[config.mk]
export PLATFORM = sky130hd
export DESIGN_NAME = seq_serializer
export DESIGN_NICKNAME = d
export VERILOG_FILES = /design/src/rtl/seq_serializer.sv
export SDC_FILE = /design/constraint.sdc
export NUM_CORES = 1
export LEC_CHECK = 0
export CORE_MARGIN = 2
export CORE_UTILIZATION = 51
export DETAILED_ROUTE_END_ITERATION = 6
export GPL_TIMING_DRIVEN = 0
export PLACE_DENSITY = 0.88
export SLEW_MARGIN = 20
export SYNTH_ARGS = -nofsm -noshare
export SYNTH_HDL_FRONTEND = slang
export SYNTH_SLANG_ARGS = --single-unit
[constraint.sdc]
create_clock -name clk -period 2.6 [get_ports clk]
set_clock_uncertainty 0.1 [all_clocks]
set_input_delay 0.26 -clock clk [delete_from_list [all_inputs] [get_ports clk]]
set_output_delay 0.26 -clock clk [all_outputs]
set_load 0.01 [all_outputs]
[src/rtl/seq_serializer.sv]
// Parallel-to-serial front end for serial sequence detectors: valid/ready word in, one bit per clk out with sof/eof.
// Optional even-parity bit after the data bits when SEQ_SERIALIZER_PARITY_EN is defined.
module seq_serializer #(
  parameter int WIDTH     = 8,
  parameter int MSB_FIRST = 1,
  parameter int GAP       = 0
) (
  input  logic             clk,
  input  logic             rst_n,
  input  logic [WIDTH-1:0] din,
  input  logic             din_valid,
  output logic             din_ready,
  output logic             x,
  output logic             x_valid,
  output logic             sof,
  output logic             eof,
  output logic             busy
);

  localparam int CW = $clog2(WIDTH + 1);
  localparam logic [CW-1:0] LAST     = CW'(WIDTH);
  localparam logic [3:0]    GAP_LAST = 4'(GAP);
`ifndef SEQ_SERIALIZER_PARITY_EN
  localparam logic [CW-1:0] LAST_M1  = CW'(WIDTH - 1);
`endif

`ifdef SEQ_SERIALIZER_PARITY_EN
  typedef enum logic [1:0] {S_IDLE, S_SHIFT, S_GAP, S_PAR} state_t;
`else
  typedef enum logic [1:0] {S_IDLE, S_SHIFT, S_GAP} state_t;
`endif

  state_t           state, state_n;
  logic [WIDTH-1:0] sr, sr_n, sr_shl, din_shl;
  logic [CW-1:0]    cnt, cnt_n;
  logic [3:0]       gcnt, gcnt_n;
  logic             x_n, xv_n, sof_n, eof_n, busy_n;
  logic             sr_bit, din_bit, load, done;
`ifdef SEQ_SERIALIZER_PARITY_EN
  logic             par, par_n;
`endif

  // Head bit and shifted remainder for both the held word and the incoming word.
  assign sr_bit  = (MSB_FIRST != 0) ? sr[WIDTH-1]  : sr[0];
  assign din_bit = (MSB_FIRST != 0) ? din[WIDTH-1] : din[0];
  assign sr_shl  = (MSB_FIRST != 0) ? {sr[WIDTH-2:0], 1'b0}  : {1'b0, sr[WIDTH-1:1]};
  assign din_shl = (MSB_FIRST != 0) ? {din[WIDTH-2:0], 1'b0} : {1'b0, din[WIDTH-1:1]};

  // done: the last serial bit of the frame is on x this cycle.
`ifdef SEQ_SERIALIZER_PARITY_EN
  assign done = (state == S_PAR);
`else
  assign done = (state == S_SHIFT) && (cnt == LAST);
`endif

  assign din_ready = rst_n && ((state == S_IDLE) || ((GAP == 0) && done));
  assign load      = din_valid && din_ready;

  always_ff @(posedge clk) begin
    if (!rst_n) begin
      state   <= S_IDLE;
      sr      <= '0;
      cnt     <= '0;
      gcnt    <= '0;
      x       <= 1'b0;
      x_valid <= 1'b0;
      sof     <= 1'b0;
      eof     <= 1'b0;
      busy    <= 1'b0;
`ifdef SEQ_SERIALIZER_PARITY_EN
      par     <= 1'b0;
`endif
    end else begin
      state   <= state_n;
      sr      <= sr_n;
      cnt     <= cnt_n;
      gcnt    <= gcnt_n;
      x       <= x_n;
      x_valid <= xv_n;
      sof     <= sof_n;
      eof     <= eof_n;
      busy    <= busy_n;
`ifdef SEQ_SERIALIZER_PARITY_EN
      par     <= par_n;
`endif
    end
  end

  always_comb begin
    state_n = state;
    sr_n    = sr;
    cnt_n   = cnt;
    gcnt_n  = gcnt;
    x_n     = 1'b0;
    xv_n    = 1'b0;
    sof_n   = 1'b0;
    eof_n   = 1'b0;
    busy_n  = 1'b0;
`ifdef SEQ_SERIALIZER_PARITY_EN
    par_n   = par;
`endif
    case (state)
      S_SHIFT: begin
        if (cnt != LAST) begin
          x_n    = sr_bit;
          xv_n   = 1'b1;
          busy_n = 1'b1;
          sr_n   = sr_shl;
          cnt_n  = cnt + CW'(1);
`ifndef SEQ_SERIALIZER_PARITY_EN
          eof_n  = (cnt == LAST_M1);
`endif
        end
`ifdef SEQ_SERIALIZER_PARITY_EN
        else begin
          state_n = S_PAR;
          x_n     = par;
          xv_n    = 1'b1;
          busy_n  = 1'b1;
          eof_n   = 1'b1;
        end
`endif
      end
      S_GAP: begin
        if (gcnt == GAP_LAST) begin
          state_n = S_IDLE;
        end else begin
          gcnt_n = gcnt + 4'd1;
          busy_n = 1'b1;
        end
      end
      default: ;
    endcase

    if (done) begin
      if (GAP > 0) begin
        state_n = S_GAP;
        gcnt_n  = 4'd1;
        busy_n  = 1'b1;
      end else begin
        state_n = S_IDLE;
      end
    end

    // A transfer overrides everything; with GAP=0 it can land on the final bit for a bubble-free frame.
    if (load) begin
      state_n = S_SHIFT;
      x_n     = din_bit;
      xv_n    = 1'b1;
      sof_n   = 1'b1;
      busy_n  = 1'b1;
      sr_n    = din_shl;
      cnt_n   = CW'(1);
`ifdef SEQ_SERIALIZER_PARITY_EN
      par_n   = ^din;
`endif
    end
  end

endmodule

==> impl_results.html <==
<table>
<tr><th>Metric</th><th>Value</th></tr>
<tr><th colspan="2">Status</th></tr>
<tr><td>Outcome</td><td>finished, final reports clean</td></tr>
<tr><th colspan="2">Synthesis</th></tr>
<tr><td>Flip-flop and latch count after synthesis</td><td>16</td></tr>
<tr><td>Synthesized net count</td><td>87</td></tr>
<tr><td>Syn Std Cell Area</td><td>758 sq um</td></tr>
<tr><td>Share of synthesized area occupied by flip-flops and latches</td><td>between 40% and 50%</td></tr>
<tr><td>Number of distinct library cell variants in the gate-level netlist after synthesis</td><td>27</td></tr>
<tr><td>Avg Synthesized Cell Area</td><td>10.2 sq um</td></tr>
<tr><td>Warning count from the yosys run</td><td>0</td></tr>
<tr><td>Mapped Cells</td><td>74</td></tr>
<tr><th colspan="2">Clock network</th></tr>
<tr><td>Cells resized by post-CTS repair</td><td>0</td></tr>
<tr><td>Worst-Skew Late Latency</td><td>about 0.29 ns</td></tr>
<tr><td>Cell chosen for the clock root</td><td>sky130_fd_sc_hd__clkbuf_4</td></tr>
<tr><td>Clock Sinks</td><td>16</td></tr>
<tr><td>H-tree levels</td><td>1</td></tr>
<tr><td>Total clock buffers created by CTS</td><td>3</td></tr>
<tr><td>CTS hold repair buffers</td><td>0</td></tr>
<tr><td>Buffers inserted during post-CTS setup optimization</td><td>0</td></tr>
<tr><td>Clock-pin slew of the registers on the worst-case setup and hold paths</td><td>roughly 0.090 ns</td></tr>
<tr><td>Worst-case clock buffer depth</td><td>2</td></tr>
<tr><td>CTS tree</td><td>done</td></tr>
<tr><th colspan="2">Cells and area</th></tr>
<tr><td>Antenna diode count</td><td>0</td></tr>
<tr><td>Syn-to-layout area delta</td><td>27.1%</td></tr>
<tr><td>Ratio of cells with drive above 1 in the final layout</td><td>17.2%</td></tr>
<tr><td>Number of fillers in the final layout</td><td>113</td></tr>
<tr><td>Number of nets at the end of the flow</td><td>107</td></tr>
<tr><th colspan="2">Global routing</th></tr>
<tr><td>Aggregate global routing overflow</td><td>0</td></tr>
<tr><td>Antenna violations before repair</td><td>0</td></tr>
<tr><td>Combined global-route utilization of all metal layers</td><td>between 20% and 30%</td></tr>
<tr><td>First-pass GRT wire length</td><td>2.77 mm</td></tr>
<tr><td>Via count of the first global-routing pass</td><td>629</td></tr>
<tr><td>Largest net degree at the start of global routing</td><td>11</td></tr>
<tr><th colspan="2">Setup path</th></tr>
<tr><td>Crit path kind</td><td>reg2out</td></tr>
<tr><td>Reg-to-reg critical path endpoint</td><td>cnt[3]$_SDFFE_PP0P_</td></tr>
<tr><td>CP endpoint kind</td><td>output pin</td></tr>
<tr><td>Count of cells along the worst register-to-register path</td><td>6</td></tr>
<tr><td>Reg-to-reg slack, setup</td><td>between 1 and 1.5 ns</td></tr>
<tr><td>Required time of the worst setup path</td><td>between 2 and 2.5 ns</td></tr>
<tr><td>Worst r2r src</td><td>cnt[0]$_SDFFE_PN0P_</td></tr>
<tr><td>Endpoint arrival time on the critical path</td><td>1.94 ns</td></tr>
<tr><td>Critical path launch point type</td><td>flip-flop</td></tr>
<tr><td>Largest fanout of any net on the critical path</td><td>10</td></tr>
<tr><th colspan="2">Floorplanning</th></tr>
<tr><td>Width of the die</td><td>42.6 microns</td></tr>
<tr><td>Vert. Die Dim</td><td>42.6 microns</td></tr>
<tr><td>Std cell rows</td><td>13</td></tr>
<tr><td>Count of pins on the block boundary</td><td>17</td></tr>
<tr><td>Initial standard-cell utilization of the core</td><td>56.2%</td></tr>
<tr><td>Floorplan die area</td><td>1810 sq um</td></tr>
<tr><td>Area of the core</td><td>1350 sq um</td></tr>
<tr><th colspan="2">Route</th></tr>
<tr><td>DR WL/cell</td><td>approximately 15 microns</td></tr>
<tr><td>Remaining antenna violation count</td><td>0</td></tr>
<tr><td>Drt drc</td><td>0</td></tr>
<tr><td>1st-pass router iterations</td><td>4</td></tr>
<tr><td>Mean number of vias per cell</td><td>5.79</td></tr>
<tr><td>Number of violations reported at the end of detailed-routing iteration 0</td><td>15</td></tr>
<tr><td>Vias after detailed routing</td><td>625</td></tr>
<tr><td>Final WL</td><td>1.63 mm</td></tr>
<tr><th colspan="2">Timing</th></tr>
<tr><td>Final hold violation count</td><td>0</td></tr>
<tr><td>Final TNS setup</td><td>0 ns</td></tr>
<tr><td>Portion of the clock cycle consumed by the worst path in the final layout</td><td>between 80% and 90%</td></tr>
<tr><td>Slew at the pin closest to its max-slew limit</td><td>0.482 ns</td></tr>
<tr><td>Min setup slack post-route</td><td>between 0.2 and 0.3 ns</td></tr>
<tr><td>RSZ-0062 raised after global routing</td><td>false</td></tr>
<tr><td>Max-slew headroom</td><td>67.8%</td></tr>
<tr><td>Timing-limited maximum frequency</td><td>0.434 GHz</td></tr>
<tr><td>Shortest period the worst path allows</td><td>2.30 ns</td></tr>
<tr><td>Total count of max-transition violations in the final report</td><td>0</td></tr>
<tr><td>Setup-violating endpoint count in the final report</td><td>0</td></tr>
<tr><th colspan="2">Power and ir drop</th></tr>
<tr><td>Pwr dens</td><td>540 nW/um^2</td></tr>
<tr><td>Static leakage</td><td>0.380 nW</td></tr>
<tr><td>Maximum ir drop on the vdd rail</td><td>0.353 mV</td></tr>
<tr><th colspan="2">Place</th></tr>
<tr><td>Port bufs</td><td>15</td></tr>
<tr><td>Post-detailed-placement half-perimeter wirelength</td><td>roughly 1.1 mm</td></tr>
<tr><td>Routability congestion estimate from global placement</td><td>0.813</td></tr>
<tr><td>Post-place setup slack</td><td>0.438 ns</td></tr>
<tr><th colspan="2">Hold path</th></tr>
<tr><td>Type of the tightest min-delay check</td><td>in2reg</td></tr>
<tr><td>Hold depth</td><td>3</td></tr>
<tr><td>Endpoint with the worst hold slack</td><td>sr[5]$_SDFFE_PN0P_</td></tr>
<tr><td>Hold path start</td><td>din_valid</td></tr>
<tr><th colspan="2">Run</th></tr>
<tr><td># Max-Cap Violations</td><td>0</td></tr>
</table>
[logic make-up (layout without fill, tap and decap cells)]
family | count (synthesis) | in the layout | share of synthesized area, %
flops | 16 | 16 | 42.2
fa+ha+maj | 2 | 2 | 3.30
simple gates | 21 | 21 | 16.3
mux | 7 | 7 | 9.24
buf+inv | 12 | 31 | 8.75
xor+xnor | 1 | 1 | 1.16
compound gates | 15 | 15 | 19.0
[flip-flops by register name, summed over array words and instances, names as in the netlist]
register  flops
cnt           4
state         1
sof           1
eof           1
x             1
busy          1
sr            7
[critical path, cell delays in order (launching register included)]
cell and delay, ns:
sky130_fd_sc_hd__dfxtp_1 0.34, sky130_fd_sc_hd__inv_1 0.09, sky130_fd_sc_hd__ha_1 0.17, sky130_fd_sc_hd__nand3b_1 0.10, sky130_fd_sc_hd__and2_4 0.20, sky130_fd_sc_hd__buf_6 0.14
sky130_fd_sc_hd__nor2_1 0.08, sky130_fd_sc_hd__clkdlybuf4s50_1 0.53
[area by class of cell]
class / instances / area (sq um) / area share, %
tap: 15 / 18.8 / 1.95
multi-input combinational: 46 / 372 / 38.6
inverter: 4 / 15.0 / 1.56
buffer: 8 / 51.3 / 5.32
sequential: 16 / 320 / 33.2
timing repair buffer: 15 / 150 / 15.6
clock buffer: 4 / 36.3 / 3.77
[through the flow]
step	total power (W)	utilization, %	hold slack [ns]	instance area (sq um)	std cells
2_1_floorplan	0.000325	-	0.306	758	74
3_3_place_gp	0.000358	68.7	0.358	927	104
3_5_place_dp	0.000361	68.7	0.374	927	104
4_1_cts	0.000525	71.4	0.275	963	108
5_1_grt	0.000540	71.4	0.294	963	108
6_report	0.000521	71.4	0.275	963	108
[where the power goes]
part | leakage, nW | switching, W | internal, W
Sequential | 0.132 | 0.0000105 | 0.000259
Clock | 0.0210 | 0.0000791 | 0.0000854
Combinational | 0.228 | 0.0000406 | 0.0000457
Total | 0.380 | 0.000130 | 0.000390
[worst max-delay path by stage]
stage,endpoint,from,depth (start not counted)
CTS,din_ready,cnt[1]$_SDFFE_PP0P_,7
finish,din_ready,cnt[1]$_SDFFE_PP0P_,7
global route,din_ready,cnt[0]$_SDFFE_PN0P_,7
floorplan,din_ready,cnt[0]$_SDFFE_PN0P_,6
detailed placement,din_ready,rst_n,5
global placement,din_ready,rst_n,5
[cells in the mapped netlist, drive strengths merged]
master  count  area share [%]
mux2i       7             9.2
o21a        2             2.0
nor2        2            0.99
nand4      10             8.3
nand3b      2             2.0
inv         4             2.0
xor2        1             1.2
o41ai       1             1.2
and2        1             1.2
clkbuf      2            0.99
dfxtp      16              42
and3        1            0.83
o21ai       1            0.66
ha          2             3.3
buf         6             5.8
a211oi      3             3.0
nand2b      1            0.83
a21oi       1            0.66
a311oi      1             1.2
nor3        1            0.66
o31ai       6              10
nand3       1            0.66
nand2       2            0.99
[cells in the final DEF (no fill, tap or decap), types with 2 or more instances in the layout]
cell / instances
sky130_fd_sc_hd__clkbuf_1: 2
sky130_fd_sc_hd__mux2i_1: 7
sky130_fd_sc_hd__a211oi_1: 3
sky130_fd_sc_hd__buf_4: 3
sky130_fd_sc_hd__o31ai_2: 4
sky130_fd_sc_hd__dfxtp_1: 16
sky130_fd_sc_hd__nor2_1: 2
sky130_fd_sc_hd__buf_2: 2
sky130_fd_sc_hd__nand2_1: 2
sky130_fd_sc_hd__o21a_1: 2
sky130_fd_sc_hd__nand4_1: 10
sky130_fd_sc_hd__nand3b_1: 2
sky130_fd_sc_hd__ha_1: 2
sky130_fd_sc_hd__inv_1: 4
sky130_fd_sc_hd__clkdlybuf4s50_1: 15
sky130_fd_sc_hd__clkbuf_4: 3
[layer usage]
metal  global-route usage [%]  wire [microns]
met1                     25.9             734
met2                     33.5             796
met3                     2.59              65
met4                     11.3              38
met5                        0               0
No activity file was read; power rests on OpenSTA's default activity.
